==> src/rtl/seg_scan_pkg.sv <==
// Shared types and constants for the 7-segment scan controller.
package seg_scan_pkg;

   typedef enum logic [1:0] {
      ST_IDLE  = 2'd0,
      ST_SHOW  = 2'd1,
      ST_BLANK = 2'd2
   } state_t;

   localparam logic [6:0] SEG_OFF = 7'h7F;

   // Active-low segments, bit 0 = a ... bit 6 = g, indexed by hex value.
   localparam logic [6:0] HEX_SEG [16] = '{
      7'h40, 7'h79, 7'h24, 7'h30, 7'h19, 7'h12, 7'h02, 7'h78,
      7'h00, 7'h10, 7'h08, 7'h03, 7'h46, 7'h21, 7'h06, 7'h0E
   };

endpackage

==> src/rtl/seg7_hex_dec.sv <==
// Combinational hex nibble to active-low 7-segment decoder.
module seg7_hex_dec
   import seg_scan_pkg::*;
(
   input  logic [3:0] iHex,
   output logic [6:0] oSeg
);

   assign oSeg = HEX_SEG[iHex];

endmodule

==> src/rtl/seg_scan_ctrl.sv <==
// Time-multiplexed common-anode 7-segment scan controller with frame-aligned shadow loading.
// Optional leading-zero blanking is built when SEG_SCAN_LZB_EN is defined.
module seg_scan_ctrl
   import seg_scan_pkg::*;
#(
   parameter int NUM_DIGITS   = 4,
   parameter int PRESCALE     = 50000,
   parameter int BLANK_CYCLES = 16
) (
   input  logic                    CLK,
   input  logic                    rst,
   input  logic                    iEnable,
   input  logic                    iValid,
   output logic                    oReady,
   input  logic [4*NUM_DIGITS-1:0] iDigits,
   input  logic [NUM_DIGITS-1:0]   iMask,
   output logic [NUM_DIGITS-1:0]   oAn,
   output logic [6:0]              oSeg,
   output logic                    oFrame
);

   localparam int CNT_MAX = (PRESCALE > BLANK_CYCLES) ? PRESCALE : BLANK_CYCLES;
   localparam int CW      = (CNT_MAX > 1) ? $clog2(CNT_MAX) : 1;
   localparam int IW      = (NUM_DIGITS > 1) ? $clog2(NUM_DIGITS) : 1;
   localparam logic [CW-1:0] SHOW_LAST  = CW'(PRESCALE - 1);
   localparam logic [CW-1:0] BLANK_LAST = CW'((BLANK_CYCLES > 0) ? BLANK_CYCLES - 1 : 0);

   state_t                  state_q, state_d;
   logic [IW-1:0]           idx_q, idx_d, idx_nxt;
   logic [CW-1:0]           cnt_q, cnt_d;
   logic                    frame_q, frame_d;
   logic                    shadow_full_q, shadow_full_d;
   logic [4*NUM_DIGITS-1:0] shadow_dig_q, shadow_dig_d;
   logic [NUM_DIGITS-1:0]   shadow_mask_q, shadow_mask_d;
   logic [4*NUM_DIGITS-1:0] act_dig_q, act_dig_d;
   logic [NUM_DIGITS-1:0]   act_mask_q, act_mask_d;

   logic                    boundary;
   logic [3:0]              nib;
   logic                    sel_mask, sel_dark, lit;
   logic [NUM_DIGITS-1:0]   dark;
   logic [6:0]              dec_seg;

   always_ff @(posedge CLK or posedge rst) begin
      if (rst) begin
         state_q       <= ST_IDLE;
         idx_q         <= '0;
         cnt_q         <= '0;
         frame_q       <= 1'b0;
         shadow_full_q <= 1'b0;
         shadow_dig_q  <= '0;
         shadow_mask_q <= '0;
         act_dig_q     <= '0;
         act_mask_q    <= '0;
      end else begin
         state_q       <= state_d;
         idx_q         <= idx_d;
         cnt_q         <= cnt_d;
         frame_q       <= frame_d;
         shadow_full_q <= shadow_full_d;
         shadow_dig_q  <= shadow_dig_d;
         shadow_mask_q <= shadow_mask_d;
         act_dig_q     <= act_dig_d;
         act_mask_q    <= act_mask_d;
      end
   end

   assign idx_nxt = (idx_q == IW'(NUM_DIGITS - 1)) ? '0 : idx_q + IW'(1);

   always_comb begin
      state_d  = state_q;
      idx_d    = idx_q;
      cnt_d    = cnt_q;
      boundary = 1'b0;
      case (state_q)
         ST_IDLE: begin
            if (iEnable) begin
               state_d  = ST_SHOW;
               idx_d    = '0;
               cnt_d    = '0;
               boundary = 1'b1;
            end
         end
         ST_SHOW: begin
            if (!iEnable) begin
               state_d = ST_IDLE;
               idx_d   = '0;
               cnt_d   = '0;
            end else if (cnt_q == SHOW_LAST) begin
               cnt_d = '0;
               if (BLANK_CYCLES == 0) begin
                  idx_d    = idx_nxt;
                  boundary = (idx_nxt == '0);
               end else begin
                  state_d = ST_BLANK;
               end
            end else begin
               cnt_d = cnt_q + CW'(1);
            end
         end
         ST_BLANK: begin
            if (!iEnable) begin
               state_d = ST_IDLE;
               idx_d   = '0;
               cnt_d   = '0;
            end else if (cnt_q == BLANK_LAST) begin
               state_d  = ST_SHOW;
               cnt_d    = '0;
               idx_d    = idx_nxt;
               boundary = (idx_nxt == '0);
            end else begin
               cnt_d = cnt_q + CW'(1);
            end
         end
         default: begin
            state_d = ST_IDLE;
            idx_d   = '0;
            cnt_d   = '0;
         end
      endcase
   end

   // The shadow is promoted before a capture is considered; a full shadow blocks capture on that edge.
   always_comb begin
      frame_d       = boundary;
      shadow_full_d = shadow_full_q;
      shadow_dig_d  = shadow_dig_q;
      shadow_mask_d = shadow_mask_q;
      act_dig_d     = act_dig_q;
      act_mask_d    = act_mask_q;
      if (boundary && shadow_full_q) begin
         act_dig_d     = shadow_dig_q;
         act_mask_d    = shadow_mask_q;
         shadow_full_d = 1'b0;
      end
      if (iValid && !shadow_full_q) begin
         shadow_dig_d  = iDigits;
         shadow_mask_d = iMask;
         shadow_full_d = 1'b1;
      end
   end

`ifdef SEG_SCAN_LZB_EN
   logic upper_zero;
   always_comb begin
      upper_zero = 1'b1;
      dark       = '0;
      for (int k = NUM_DIGITS - 1; k >= 0; k--) begin
         upper_zero = upper_zero & (act_dig_q[4*k +: 4] == 4'h0);
         if (k > 0) dark[k] = upper_zero;
      end
   end
`else
   assign dark = '0;
`endif

   always_comb begin
      nib      = 4'h0;
      sel_mask = 1'b0;
      sel_dark = 1'b0;
      for (int k = 0; k < NUM_DIGITS; k++) begin
         if (idx_q == IW'(k)) begin
            nib      = act_dig_q[4*k +: 4];
            sel_mask = act_mask_q[k];
            sel_dark = dark[k];
         end
      end
   end

   seg7_hex_dec u_dec (
      .iHex (nib),
      .oSeg (dec_seg)
   );

   assign lit = (state_q == ST_SHOW) && sel_mask && !sel_dark;

   always_comb begin
      oAn = '1;
      for (int k = 0; k < NUM_DIGITS; k++) begin
         if (lit && (idx_q == IW'(k))) oAn[k] = 1'b0;
      end
      oSeg = lit ? dec_seg : SEG_OFF;
   end

   assign oReady = ~shadow_full_q;
   assign oFrame = frame_q;

endmodule

==> config.mk <==
export PLATFORM = sky130hd
export DESIGN_NAME = seg_scan_ctrl
export DESIGN_NICKNAME = d
export VERILOG_FILES = /design/src/rtl/seg_scan_pkg.sv /design/src/rtl/seg7_hex_dec.sv /design/src/rtl/seg_scan_ctrl.sv
export SDC_FILE = /design/constraint.sdc
export NUM_CORES = 1
export LEC_CHECK = 0
export BUFFER_PORTS_ARGS = -buffer_cell sky130_fd_sc_hd__buf_2
export CAP_MARGIN = 5
export CORE_MARGIN = 5
export CORE_UTILIZATION = 58
export CTS_CLUSTER_DIAMETER = 100
export CTS_CLUSTER_SIZE = 24
export DETAILED_ROUTE_END_ITERATION = 7
export GPL_TIMING_DRIVEN = 0
export PLACE_DENSITY_LB_ADDON = 0.25
export SYNTH_ARGS = -nofsm -noshare
export SYNTH_HDL_FRONTEND = slang
export SYNTH_SLANG_ARGS = --single-unit
==> constraint.sdc <==
create_clock -name CLK -period 3.35 [get_ports CLK]
set_input_delay 0.67 -clock CLK [delete_from_list [all_inputs] [get_ports CLK]]
set_output_delay 0.67 -clock CLK [all_outputs]
set_load 0.01 [all_outputs]
==> flow_metrics.env <==
export IMPL_outcome="finished clean"
export IMPL_layout_commonest_cell="dfrtp_1"
export IMPL_synth_top_family_by_area="multiplexers"
export IMPL_critical_path_max_stage_delay_ns=0.43
export IMPL_cts_buffers=9
export IMPL_synth_top_area_frac=0.469
export IMPL_final_cell_mix="dfrtp_1 (61), buf_2 (36), nand2_1 (25)"
export IMPL_avgViaCountPerCell=5.54
export IMPL_synth_compound_area_frac=0.0972
export IMPL_rsz0062_at_grt="true"
export IMPL_h_tree_depth=3
export IMPL_vdd_drop_max_mv=0.440
export IMPL_synthesis_area_um2=3310
export IMPL_finalHoldViolCount=0
export IMPL_yosysTopAreaCell="dfrtp_1"
export IMPL_vias=2303
export IMPL_start_kind="flop"
export IMPL_cp_data_arrival_time_ns=2.61
export IMPL_endpoint_kind="output port"
export IMPL_die_w_um=85.5
export IMPL_grt_max_degree=42
export IMPL_fin_setup_tns_ns=0
export IMPL_setup_viol=0
export IMPL_synth_edff_count=0
export IMPL_grt_usage=0.195
export IMPL_grt_pass1_vias=2367
export IMPL_slew_limit_headroom=0.596
export IMPL_cts_clk_slew_worst_paths_ns=0.06
export IMPL_synthCells=289
export IMPL_firstDrtPassIters=4
export IMPL_layout_nets=381
export IMPL_cts_root_buf="clkbuf_8"
export IMPL_slew_violations=0
export IMPL_syn_num_nets=329
export IMPL_worst_path_buf_inv=3
export IMPL_synth_xor_area_frac=0.0265
export IMPL_avgSynthCellArea_um2=11.5
export IMPL_clkSinkCount=62
export IMPL_power_density_nw_per_um2=759
export IMPL_n_antenna_cell=0
export IMPL_hold_worst_slack_ns=0.337
export IMPL_cts_max_path_buffers=2
export IMPL_worstPathMaxFanout=10
export IMPL_drtAntennaViolNets=0
export IMPL_finalCriticalPeriod_ns=3.28
export IMPL_overflow=0
export IMPL_dp_hpwl_um=4720
export IMPL_place_gp_congestion=0.802
export IMPL_muxShareOfSynthArea=0.172
export IMPL_finalCritPeriodShare=0.979
export IMPL_cp_cell_sequence="ha_2 -> buf_4 -> a21oi_1 -> o21ai_1 -> a22o_2 -> buf_4 -> ha_2 -> mux2_2 -> nand2_1 -> o211ai_1 -> buf_2"
export IMPL_ys_top_cells_by_area="dfrtp_1 (47%), mux2_4 (9.1%), mux2_2 (7.5%)"
export IMPL_seq_area_um2=1550
export IMPL_drv_cap=0
export IMPL_pre_cts_slack_ns=-0.405
export IMPL_crit_path_top_delay_cell="dfrtp_2"
export IMPL_clkLatencyLatePin_ns=0.34
export IMPL_clock_fmax_mhz=305
export IMPL_fillers=433
export IMPL_die_h_um=85.5
export IMPL_fin_skew_ns=0.00796
export IMPL_grt_pass1_wl_um=11100
export IMPL_cts_tree="built"
export IMPL_antenna_found_initial=0
export IMPL_rows=27
export IMPL_synth_ff_type="dfrtp_1"
export IMPL_final_area_um2=3860
export IMPL_async_flop_share=1.00
export IMPL_critical_path_top_delay_family="compound AO/OA/AOI/OAI gates"
export IMPL_yosys_area_share_simple=0.143
export IMPL_worstSetupPathType="reg2out"
export IMPL_wl_per_cell_um=15.7
export IMPL_worst_pin_slew_ns=0.602
export IMPL_yosys_warnings=0
export IMPL_yosysSeqAreaShare=0.469
export IMPL_cts_hold_buf=0
export IMPL_dpl_instance_area_um2=3600
export IMPL_synth_fa_ha_area_frac=0.0605
export IMPL_core_um2=5540
export IMPL_die_area_um2=7320
export IMPL_cp_required_ns=2.68
export IMPL_start_util=0.597
export IMPL_drc=0
export IMPL_fin_ws_ns=0.0712
export IMPL_hold_path_class="in2async"
export IMPL_wl_um=6530
export IMPL_pin_count=37
export IMPL_placement_io_buffers=36
export IMPL_synth_distinct_cells=51
export IMPL_leakagePower_nw=1.79
export IMPL_area_growth_pct=16.8
export IMPL_dr_first_iter_drc_count=78
export IMPL_multiInputGateArea_um2=1700
export IMPL_drive_gt1_frac=0.378
export IMPL_ys_seq_elements=62
[sequential cells by signal, indices dropped and copies added (netlist names)]
register and flops:
idx_q 2, shadow_dig_q 16, act_dig_q 16, state_q 2
act_mask_q 4, shadow_full_q 1, cnt_q 16, oFrame 1
shadow_mask_q 4
[per-layer routing]
metal / share of wire / vias to the layer above / GRT usage
met5: 0 / - / 0
met1: 0.46 / 1111 / 0.254
li1: - / 1131 / -
met2: 0.47 / 48 / 0.306
met4: 0.018 / 0 / 0.0763
met3: 0.055 / 13 / 0.0576
[worst reg2reg max path, stage by stage (launching register included)]
cell	delay (ns)
dfrtp_1	0.40
inv_1	0.08
ha_1	0.25
nor2b_1	0.14
clkbuf_1	0.20
nor4b_2	0.60
nand3_1	0.16
xor2_1	0.17
nor2_1	0.05
[power breakdown]
group / internal [mW] / switching, mW
clock: 0.300 / 0.270
combinational: 0.639 / 0.527
sequential: 1.02 / 0.174
[per-stage QoR]
step            util  power [mW]  std cells
2_1_floorplan      -        2.04        289
3_3_place_gp   0.646        2.26        397
3_5_place_dp   0.650        2.32        398
4_1_cts        0.685        2.92        413
5_1_grt        0.698        3.14        416
6_report       0.698        2.93        416
[final timing paths]
check                                                  start                   endpoint  slack (ns)  depth (start not counted)
worst min register to register  shadow_mask_q[0]$_DFFE_PP0P_  act_mask_q[0]$_DFFE_PP0P_        0.50                          1
worst max register to register        state_q[0]$_DFFE_PP0P_      cnt_q[13]$_DFFE_PP0P_        1.17                          8
max in group asynchronous                                rst       idx_q[0]$_DFFE_PP0P_        2.44                          3
min in group CLK                shadow_mask_q[0]$_DFFE_PP0P_  act_mask_q[0]$_DFFE_PP0P_        0.50                          1
worst max-delay path                    idx_q[0]$_DFFE_PP0P_                    oSeg[5]        0.07                         11
worst min-delay path                                     rst  shadow_full_q$_DFFE_PP0P_        0.34                          2
[logic make-up after synthesis]
family | count (synthesis)
compound gates | 46
xor+xnor | 10
fa+ha+maj | 16
buf+inv | 24
flops | 62
mux | 44
simple gates | 87
[Yosys cell counts (all sizes together) (2+ instances only)]
cell type / n
and3: 2
and2: 3
o21ai: 14
nand2b: 5
o211ai: 6
nor4: 4
ha: 16
mux2: 42
nand4: 3
nor2: 21
nand3b: 5
nand2: 26
a21oi: 7
dfrtp: 62
or2: 2
a31oi: 3
nand3: 8
buf: 5
o221ai: 2
clkbuf: 4
nor2b: 3
a21o: 2
mux2i: 2
inv: 15
a22o: 6
xor2: 9
[timing repair]
item | in CTS | in global routing
resized for setup | 7 | 17
buffers inserted | 2 | 3
endpoints found under the setup margin | 7 | 7
endpoints found under the hold margin | 0 | 0
pin swaps | 1 | 2
[final cells by class]
| cell class | count | share of cell area |
|---|---|---|
| multi-input cells | 203 | 0.440 |
| flip-flops and latches | 62 | 0.402 |
| repair buffers | 42 | 0.0615 |
| clock buffers | 11 | 0.0392 |
| well taps | 72 | 0.0233 |
| plain buffers | 8 | 0.0146 |
| inverters | 15 | 0.0146 |
| clock inverters | 3 | 0.00550 |
Power figures use the tool's default switching activity.
